[src/rtl/id_ex_stage_pkg.sv]
// id_ex_stage_pkg: shared types for the ID/EX pipeline register.
//   regfilemux_sel_t : writeback source select carried to EX/MEM/WB
//   ex_payload_t     : fixed-width ID/EX register payload (ctrl bundle kept separate)
//   is_load()        : true for writeback sources fed by a memory load
//   X0               : architectural zero register address
package id_ex_stage_pkg;

    localparam int unsigned XLEN  = 32;
    localparam int unsigned REG_W = 5;

    localparam logic [REG_W-1:0] X0 = 5'd0;

    typedef enum logic [3:0] {
        alu_out  = 4'd0,
        br_en    = 4'd1,
        u_imm    = 4'd2,
        lw       = 4'd3,
        pc_plus4 = 4'd4,
        lb       = 4'd5,
        lbu      = 4'd6,
        lh       = 4'd7,
        lhu      = 4'd8
    } regfilemux_sel_t;

    typedef struct packed {
        logic              valid;
        logic [XLEN-1:0]   pc;
        logic [REG_W-1:0]  rs1;
        logic [REG_W-1:0]  rs2;
        logic [REG_W-1:0]  rd;
        logic              load_regfile;
        regfilemux_sel_t   regfile_sel;
        logic [XLEN-1:0]   rs1_out;
        logic [XLEN-1:0]   rs2_out;
        logic [XLEN-1:0]   imm;
    } ex_payload_t;

    // Bubble: nothing valid, nothing written, no source that could match a forward.
    localparam ex_payload_t EX_BUBBLE = '{
        valid:        1'b0,
        pc:           '0,
        rs1:          X0,
        rs2:          X0,
        rd:           X0,
        load_regfile: 1'b0,
        regfile_sel:  alu_out,
        rs1_out:      '0,
        rs2_out:      '0,
        imm:          '0
    };

    function automatic logic is_load(input regfilemux_sel_t sel);
        return (sel == lb) || (sel == lbu) || (sel == lh) || (sel == lhu) || (sel == lw);
    endfunction

endpackage

[src/rtl/id_ex_stage_load_use_detect.sv]
// load_use_detect: combinational load-use hazard detector.
// Flags when the instruction now in EX is a load whose rd is read by the
// instruction in ID; EX/MEM forwarding cannot cover that case.
//   inputs : ex_valid, ex_load_regfile, ex_regfile_sel, ex_rd,
//            id_valid, id_rs1/id_rs1_used, id_rs2/id_rs2_used
//   output : hz_c (combinational)
module load_use_detect
    import id_ex_stage_pkg::*;
(
    input  logic             ex_valid,
    input  logic             ex_load_regfile,
    input  regfilemux_sel_t  ex_regfile_sel,
    input  logic [REG_W-1:0] ex_rd,
    input  logic             id_valid,
    input  logic [REG_W-1:0] id_rs1,
    input  logic             id_rs1_used,
    input  logic [REG_W-1:0] id_rs2,
    input  logic             id_rs2_used,
    output logic             hz_c
);

    logic ex_is_load_c;
    logic src_match_c;

    assign ex_is_load_c = ex_valid && ex_load_regfile && is_load(ex_regfile_sel) && (ex_rd != X0);
    assign src_match_c  = (id_rs1_used && (id_rs1 == ex_rd)) || (id_rs2_used && (id_rs2 == ex_rd));
    assign hz_c         = ex_is_load_c && id_valid && src_match_c;

endmodule

[src/rtl/id_ex_stage.sv]
// id_ex_stage: ID/EX pipeline register with load-use stall and bubble/flush.
// Optional performance counters are built when ID_EX_PERF_EN is defined.
//   clk, rst           : clock, asynchronous active-high reset
//   id_*               : decoded ID-stage instruction and regfile read data
//   wb_*               : writeback port, bypassed into captured operands
//   mem_stall, flush   : freeze pipeline / kill ID instruction
//   stall_id           : combinational, holds PC and IF/ID
//   ex_*               : registered EX-stage view (1-cycle latency)
//   perf_*_cnt         : saturating bubble counters (ID_EX_PERF_EN only)
module id_ex_stage
    import id_ex_stage_pkg::*;
#(
    parameter int unsigned CTRL_W = 16
`ifdef ID_EX_PERF_EN
    ,
    parameter int unsigned PERF_W = 32
`endif
) (
    input  logic              clk,
    input  logic              rst,
    input  logic              id_valid,
    input  logic [XLEN-1:0]   id_pc,
    input  logic [REG_W-1:0]  id_rs1,
    input  logic [REG_W-1:0]  id_rs2,
    input  logic              id_rs1_used,
    input  logic              id_rs2_used,
    input  logic [REG_W-1:0]  id_rd,
    input  logic              id_load_regfile,
    input  regfilemux_sel_t   id_regfile_sel,
    input  logic [XLEN-1:0]   id_rs1_out,
    input  logic [XLEN-1:0]   id_rs2_out,
    input  logic [XLEN-1:0]   id_imm,
    input  logic [CTRL_W-1:0] id_ctrl,
    input  logic              wb_load_regfile,
    input  logic [REG_W-1:0]  wb_rd,
    input  logic [XLEN-1:0]   wb_data,
    input  logic              mem_stall,
    input  logic              flush,
    output logic              stall_id,
    output logic              ex_valid,
    output logic [XLEN-1:0]   ex_pc,
    output logic [REG_W-1:0]  ex_rs1,
    output logic [REG_W-1:0]  ex_rs2,
    output logic [REG_W-1:0]  ex_rd,
    output logic              ex_load_regfile,
    output regfilemux_sel_t   ex_regfile_sel,
    output logic [XLEN-1:0]   ex_rs1_out,
    output logic [XLEN-1:0]   ex_rs2_out,
    output logic [XLEN-1:0]   ex_imm,
    output logic [CTRL_W-1:0] ex_ctrl
`ifdef ID_EX_PERF_EN
    ,
    output logic [PERF_W-1:0] perf_loaduse_cnt,
    output logic [PERF_W-1:0] perf_flush_cnt
`endif
);

    ex_payload_t       ex_q, ex_d;
    logic [CTRL_W-1:0] ctrl_q, ctrl_d;
    logic              hz_c;
    logic              byp1_c, byp2_c;

    load_use_detect u_load_use_detect (
        .ex_valid        (ex_q.valid),
        .ex_load_regfile (ex_q.load_regfile),
        .ex_regfile_sel  (ex_q.regfile_sel),
        .ex_rd           (ex_q.rd),
        .id_valid        (id_valid),
        .id_rs1          (id_rs1),
        .id_rs1_used     (id_rs1_used),
        .id_rs2          (id_rs2),
        .id_rs2_used     (id_rs2_used),
        .hz_c            (hz_c)
    );

    assign stall_id = hz_c || mem_stall;

    // Write-through: the regfile read this cycle misses a same-cycle WB write.
    assign byp1_c = wb_load_regfile && (wb_rd != X0) && (wb_rd == id_rs1);
    assign byp2_c = wb_load_regfile && (wb_rd != X0) && (wb_rd == id_rs2);

    // Next state: hold on mem_stall, bubble on flush/hazard/empty ID, else capture.
    always_comb begin
        ex_d   = ex_q;
        ctrl_d = ctrl_q;
        if (!mem_stall) begin
            if (flush || hz_c || !id_valid) begin
                ex_d   = EX_BUBBLE;
                ctrl_d = '0;
            end else begin
                ex_d.valid        = 1'b1;
                ex_d.pc           = id_pc;
                ex_d.rs1          = id_rs1_used ? id_rs1 : X0;
                ex_d.rs2          = id_rs2_used ? id_rs2 : X0;
                ex_d.rd           = id_load_regfile ? id_rd : X0;
                ex_d.load_regfile = id_load_regfile;
                ex_d.regfile_sel  = id_regfile_sel;
                ex_d.rs1_out      = byp1_c ? wb_data : id_rs1_out;
                ex_d.rs2_out      = byp2_c ? wb_data : id_rs2_out;
                ex_d.imm          = id_imm;
                ctrl_d            = id_ctrl;
            end
        end
    end

    always_ff @(posedge clk or posedge rst) begin
        if (rst) begin
            ex_q   <= EX_BUBBLE;
            ctrl_q <= '0;
        end else begin
            ex_q   <= ex_d;
            ctrl_q <= ctrl_d;
        end
    end

    assign ex_valid        = ex_q.valid;
    assign ex_pc           = ex_q.pc;
    assign ex_rs1          = ex_q.rs1;
    assign ex_rs2          = ex_q.rs2;
    assign ex_rd           = ex_q.rd;
    assign ex_load_regfile = ex_q.load_regfile;
    assign ex_regfile_sel  = ex_q.regfile_sel;
    assign ex_rs1_out      = ex_q.rs1_out;
    assign ex_rs2_out      = ex_q.rs2_out;
    assign ex_imm          = ex_q.imm;
    assign ex_ctrl         = ctrl_q;

`ifdef ID_EX_PERF_EN
    logic [PERF_W-1:0] loaduse_q, loaduse_d;
    logic [PERF_W-1:0] flushc_q, flushc_d;

    // A flush that coincides with a hazard is counted as a flush bubble.
    always_comb begin
        loaduse_d = loaduse_q;
        flushc_d  = flushc_q;
        if (!mem_stall) begin
            if (flush) begin
                if (flushc_q != '1) flushc_d = flushc_q + PERF_W'(1);
            end else if (hz_c) begin
                if (loaduse_q != '1) loaduse_d = loaduse_q + PERF_W'(1);
            end
        end
    end

    always_ff @(posedge clk or posedge rst) begin
        if (rst) begin
            loaduse_q <= '0;
            flushc_q  <= '0;
        end else begin
            loaduse_q <= loaduse_d;
            flushc_q  <= flushc_d;
        end
    end

    assign perf_loaduse_cnt = loaduse_q;
    assign perf_flush_cnt   = flushc_q;
`endif

endmodule

[config.mk]
export PLATFORM = sky130hd
export DESIGN_NAME = id_ex_stage
export DESIGN_NICKNAME = d
export VERILOG_FILES = /design/src/rtl/id_ex_stage_pkg.sv /design/src/rtl/id_ex_stage_load_use_detect.sv /design/src/rtl/id_ex_stage.sv
export SDC_FILE = /design/constraint.sdc
export NUM_CORES = 1
export LEC_CHECK = 0
export ABC_AREA = 1
export CAP_MARGIN = 20
export CELL_PAD_IN_SITES_DETAIL_PLACEMENT = 0
export CELL_PAD_IN_SITES_GLOBAL_PLACEMENT = 1
export CORE_MARGIN = 2
export CORE_UTILIZATION = 28
export DETAILED_ROUTE_END_ITERATION = 10
export HOLD_SLACK_MARGIN = 0.06
export PLACE_DENSITY = 0.78
export SYNTH_ARGS = -nofsm -noshare
export SYNTH_HDL_FRONTEND = slang
export SYNTH_SLANG_ARGS = --single-unit
[constraint.sdc]
create_clock -name clk -period 6.4 [get_ports clk]
set_clock_uncertainty 0.2 [all_clocks]
set_input_delay 1.28 -clock clk [delete_from_list [all_inputs] [get_ports clk]]
set_output_delay 1.28 -clock clk [all_outputs]
set_load 0.01 [all_outputs]
==> flow_summary_export.csv <==
group,metric,value,unit
run_status,status,"completed",
setup_path,cp.required,4.92,ns
setup_path,startpoint,"id_rs2[4]",
sta,rsz0062_at_grt,"no",
logic_synthesis,synth.most_common_cell,"nand2_1",
sta,setup_violations,0,
logic_synthesis,yosys_most_used_dff,"dfrtp_1",
hold_path,hp-class,"reg -> reg",
place,port_buffers,374,
logic_synthesis,syn-cell-area,7585,µm²
pwr,vdd_drop_max,0.1733,mV
cts,holdBufCountCts,0,
sta,setup_tns,0,ns
pwr,leakagePower,6.107,nW
logic_synthesis,synth_top_area_share,0.5444,
cts,cts_tree,"yes",
pwr,totalPowerFinal,2.645,mW
grt,grt_pass1_vias,7748,
place,place_ws,1.756,ns
job,drv_cap,0,
logic_synthesis,avgSynthCellArea,7.517,µm²
setup_path,critPathSlowestCell,"clkdlybuf4s50_1",
route,antenna_left,0,
cts,insertion_delay,0.41,ns
setup_path,worstSetupPathType,"in -> out",
floorplanning,io_pins,375,
floorplanning,fp.dieW,168.6,µm
setup_path,cp-end-kind,"output port",
grt,grt_usage,0.1974,
finish,layout.nets,1568,
cts,clk_pin_slew,0.06,ns
sta,worst_slack,1.736,ns
logic_synthesis,yosys.area.top_type,"dfrtp_1",
sta,fin_crit_sh,0.7287,
setup_path,cp_max_fo,7,
logic_synthesis,synth_edf_count,0,
floorplanning,die_area,28420,µm²
setup_path,crit_arrival,3.18,ns
sta,hold_viol_final,0,
floorplanning,coreArea,26800,µm²
route,via_count,7684,
place,hpwl,19800,µm
route,wl_per_cell,16.44,µm
route,routed_wl,28190,µm
logic_synthesis,synth_warnings,0,
cts,post_cts_resized,0,
logic_synthesis,yosys-top-cells-count,"nand2_1 (649), dfrtp_1 (165), nand3_1 (72)",
place,place_congestion,0.8856,
setup_path,rr_startpoint,"ex_rd[2]$_DFFE_PP0N_",
grt,grt_remaining_overflow,0,
cts,cts.sinks,165,
cts,cts_buffer_depth,2,
grt,grt_pass1_wl,43810,µm
route,drc,0,
grt,grt_max_degree,96,
setup_path,max_stage_delay,0.55,ns
cts,cts_root_buf,"clkbuf_16",
route,viasPerCell,4.480,
setup_path,critPathMostFrequentCell,"nand2_1",
logic_synthesis,synth_seq_cells,165,
sta,tightest_slew,1.076,ns
finish,drive_gt1_frac,0.03790,
hold_path,min_from,"ex_rs2_out[6]$_DFFE_PP0N_",
cts,postCtsSetupRepairBufs,0,
sta,fmax,214.4,MHz
finish,fillers,2781,
pwr,pwr_density_cell,217.1,nW/µm²
sta,period_minus_slack,4.664,ns
setup_path,worstPathCellList,"clkdlybuf4s50_1 > inv_1 > nand2_1 > nand2_1 > nor2_1 > nand3_1 > nand2_1 > nand2_1 > nand2_1 > clkdlybuf4s50_1",
cts,htreeDepth,4,
floorplanning,die_h,168.6,µm
logic_synthesis,synth_nets,1218,
grt,antenna_found_initial,1,
finish,area_growth,60.62,%
floorplanning,initial_core_util,0.2830,
route,drt_iter0_drc,543,
floorplanning,std_cell_rows,60,
logic_synthesis,ys_types,18,
setup_path,cp-start-kind,"primary input",
cts,numCtsBuffers,17,
logic_synthesis,synthCells,1009,
logic_synthesis,synthTopCellsByArea,"dfrtp_1 (54%), nand2_1 (32%), nand3_1 (4.8%)",
sta,slew_viol_final,0,
logic_synthesis,postSynth.asyncResetShare,1.000,
route,drt-pass1-iter-count,4,
sta,slew_headroom,0.2810,
logic_synthesis,seq_area_frac_synth,0.5444,
## layout make-up
type / instances / area [µm²] / share of cell area
multi-input combinational: 769 / 3093 / 0.2539
inverter: 22 / 87.58 / 0.007189
clock inverter: 14 / 148.9 / 0.01222
timing repair buffer: 384 / 3854 / 0.3163
antenna: 2 / 5.005 / 0.0004108
tap: 341 / 426.7 / 0.03502
sequential: 165 / 4129 / 0.3389
clock buffer: 18 / 439.2 / 0.03605
## power by group
group / internal [mW] / switching, mW
Combinational: 0.255 / 0.220
Clock: 0.535 / 0.503
Sequential: 1.10 / 0.0348
## metal layers
metal	routed length, µm	global-route usage	share of wire	up-vias
li1	-	-	-	3797
met1	12230	0.2517	0.43	3562
met2	12900	0.3201	0.46	305
met3	2672	0.07038	0.095	20
met4	388	0.04985	0.014	0
met5	0	0	0	-
## flip-flops by register name, summed over array words and instances (netlist names)
register	count
ex_ctrl	16
ex_imm	32
ex_load_regfile	1
ex_pc	32
ex_rd	5
ex_regfile_sel	4
ex_rs1	5
ex_rs1_out	32
ex_rs2	5
ex_rs2_out	32
ex_valid	1
## worst max-delay path, delay by kind of cell
kind,cells,cell delay (ns)
buffers and inverters,3,1.17
and+or+nand+nor,7,0.74
## worst paths after layout
kind,end,slack (ns),cells after the start
max in group asynchronous,ex_rd[1]$_DFFE_PP0N_,3.88,3
min in group asynchronous,ex_pc[16]$_DFFE_PP0N_,1.14,2
min reg2reg,ex_rs2_out[6]$_DFFE_PP0N_,0.28,2
min,ex_rs2_out[6]$_DFFE_PP0N_,0.28,2
max,stall_id,1.74,10
max reg2reg,ex_pc[21]$_DFFE_PP0N_,3.96,11
## cell families after synthesis
kind of cell	synth area share
and+or+nand+nor	0.3825
DFF	0.5444
buffers and inverters	0.05147
AOI/OAI and AO/OA	0.01237
xor gates and xnor gates	0.009238
## cell usage in the layout, fill, tap and decap left out, drive strengths merged, types with 2 or more instances in the layout
cell and instances:
a21oi 4, buf 11, clkbuf 18, clkdlybuf4s50 373, clkinv 4, dfrtp 165
diode 2, inv 31, nand2 649, nand3 72, nand4 6, nor2 18
o21ai 11, xnor2 6, xor2 2
## metrics by stage
step                      hold slack, ns  instance area, µm²    util  instances
after CTS                         0.2817               12160  0.4536       1712
after detailed placement          0.2643               11570  0.4317       1680
after floorplan                   0.3139                7585       -       1009
after global routing              0.2989               12180  0.4545       1714
after global placement            0.2591               11570  0.4317       1680
final                             0.2774               12180  0.4546       1715
No activity file was read; power rests on OpenSTA's default activity.
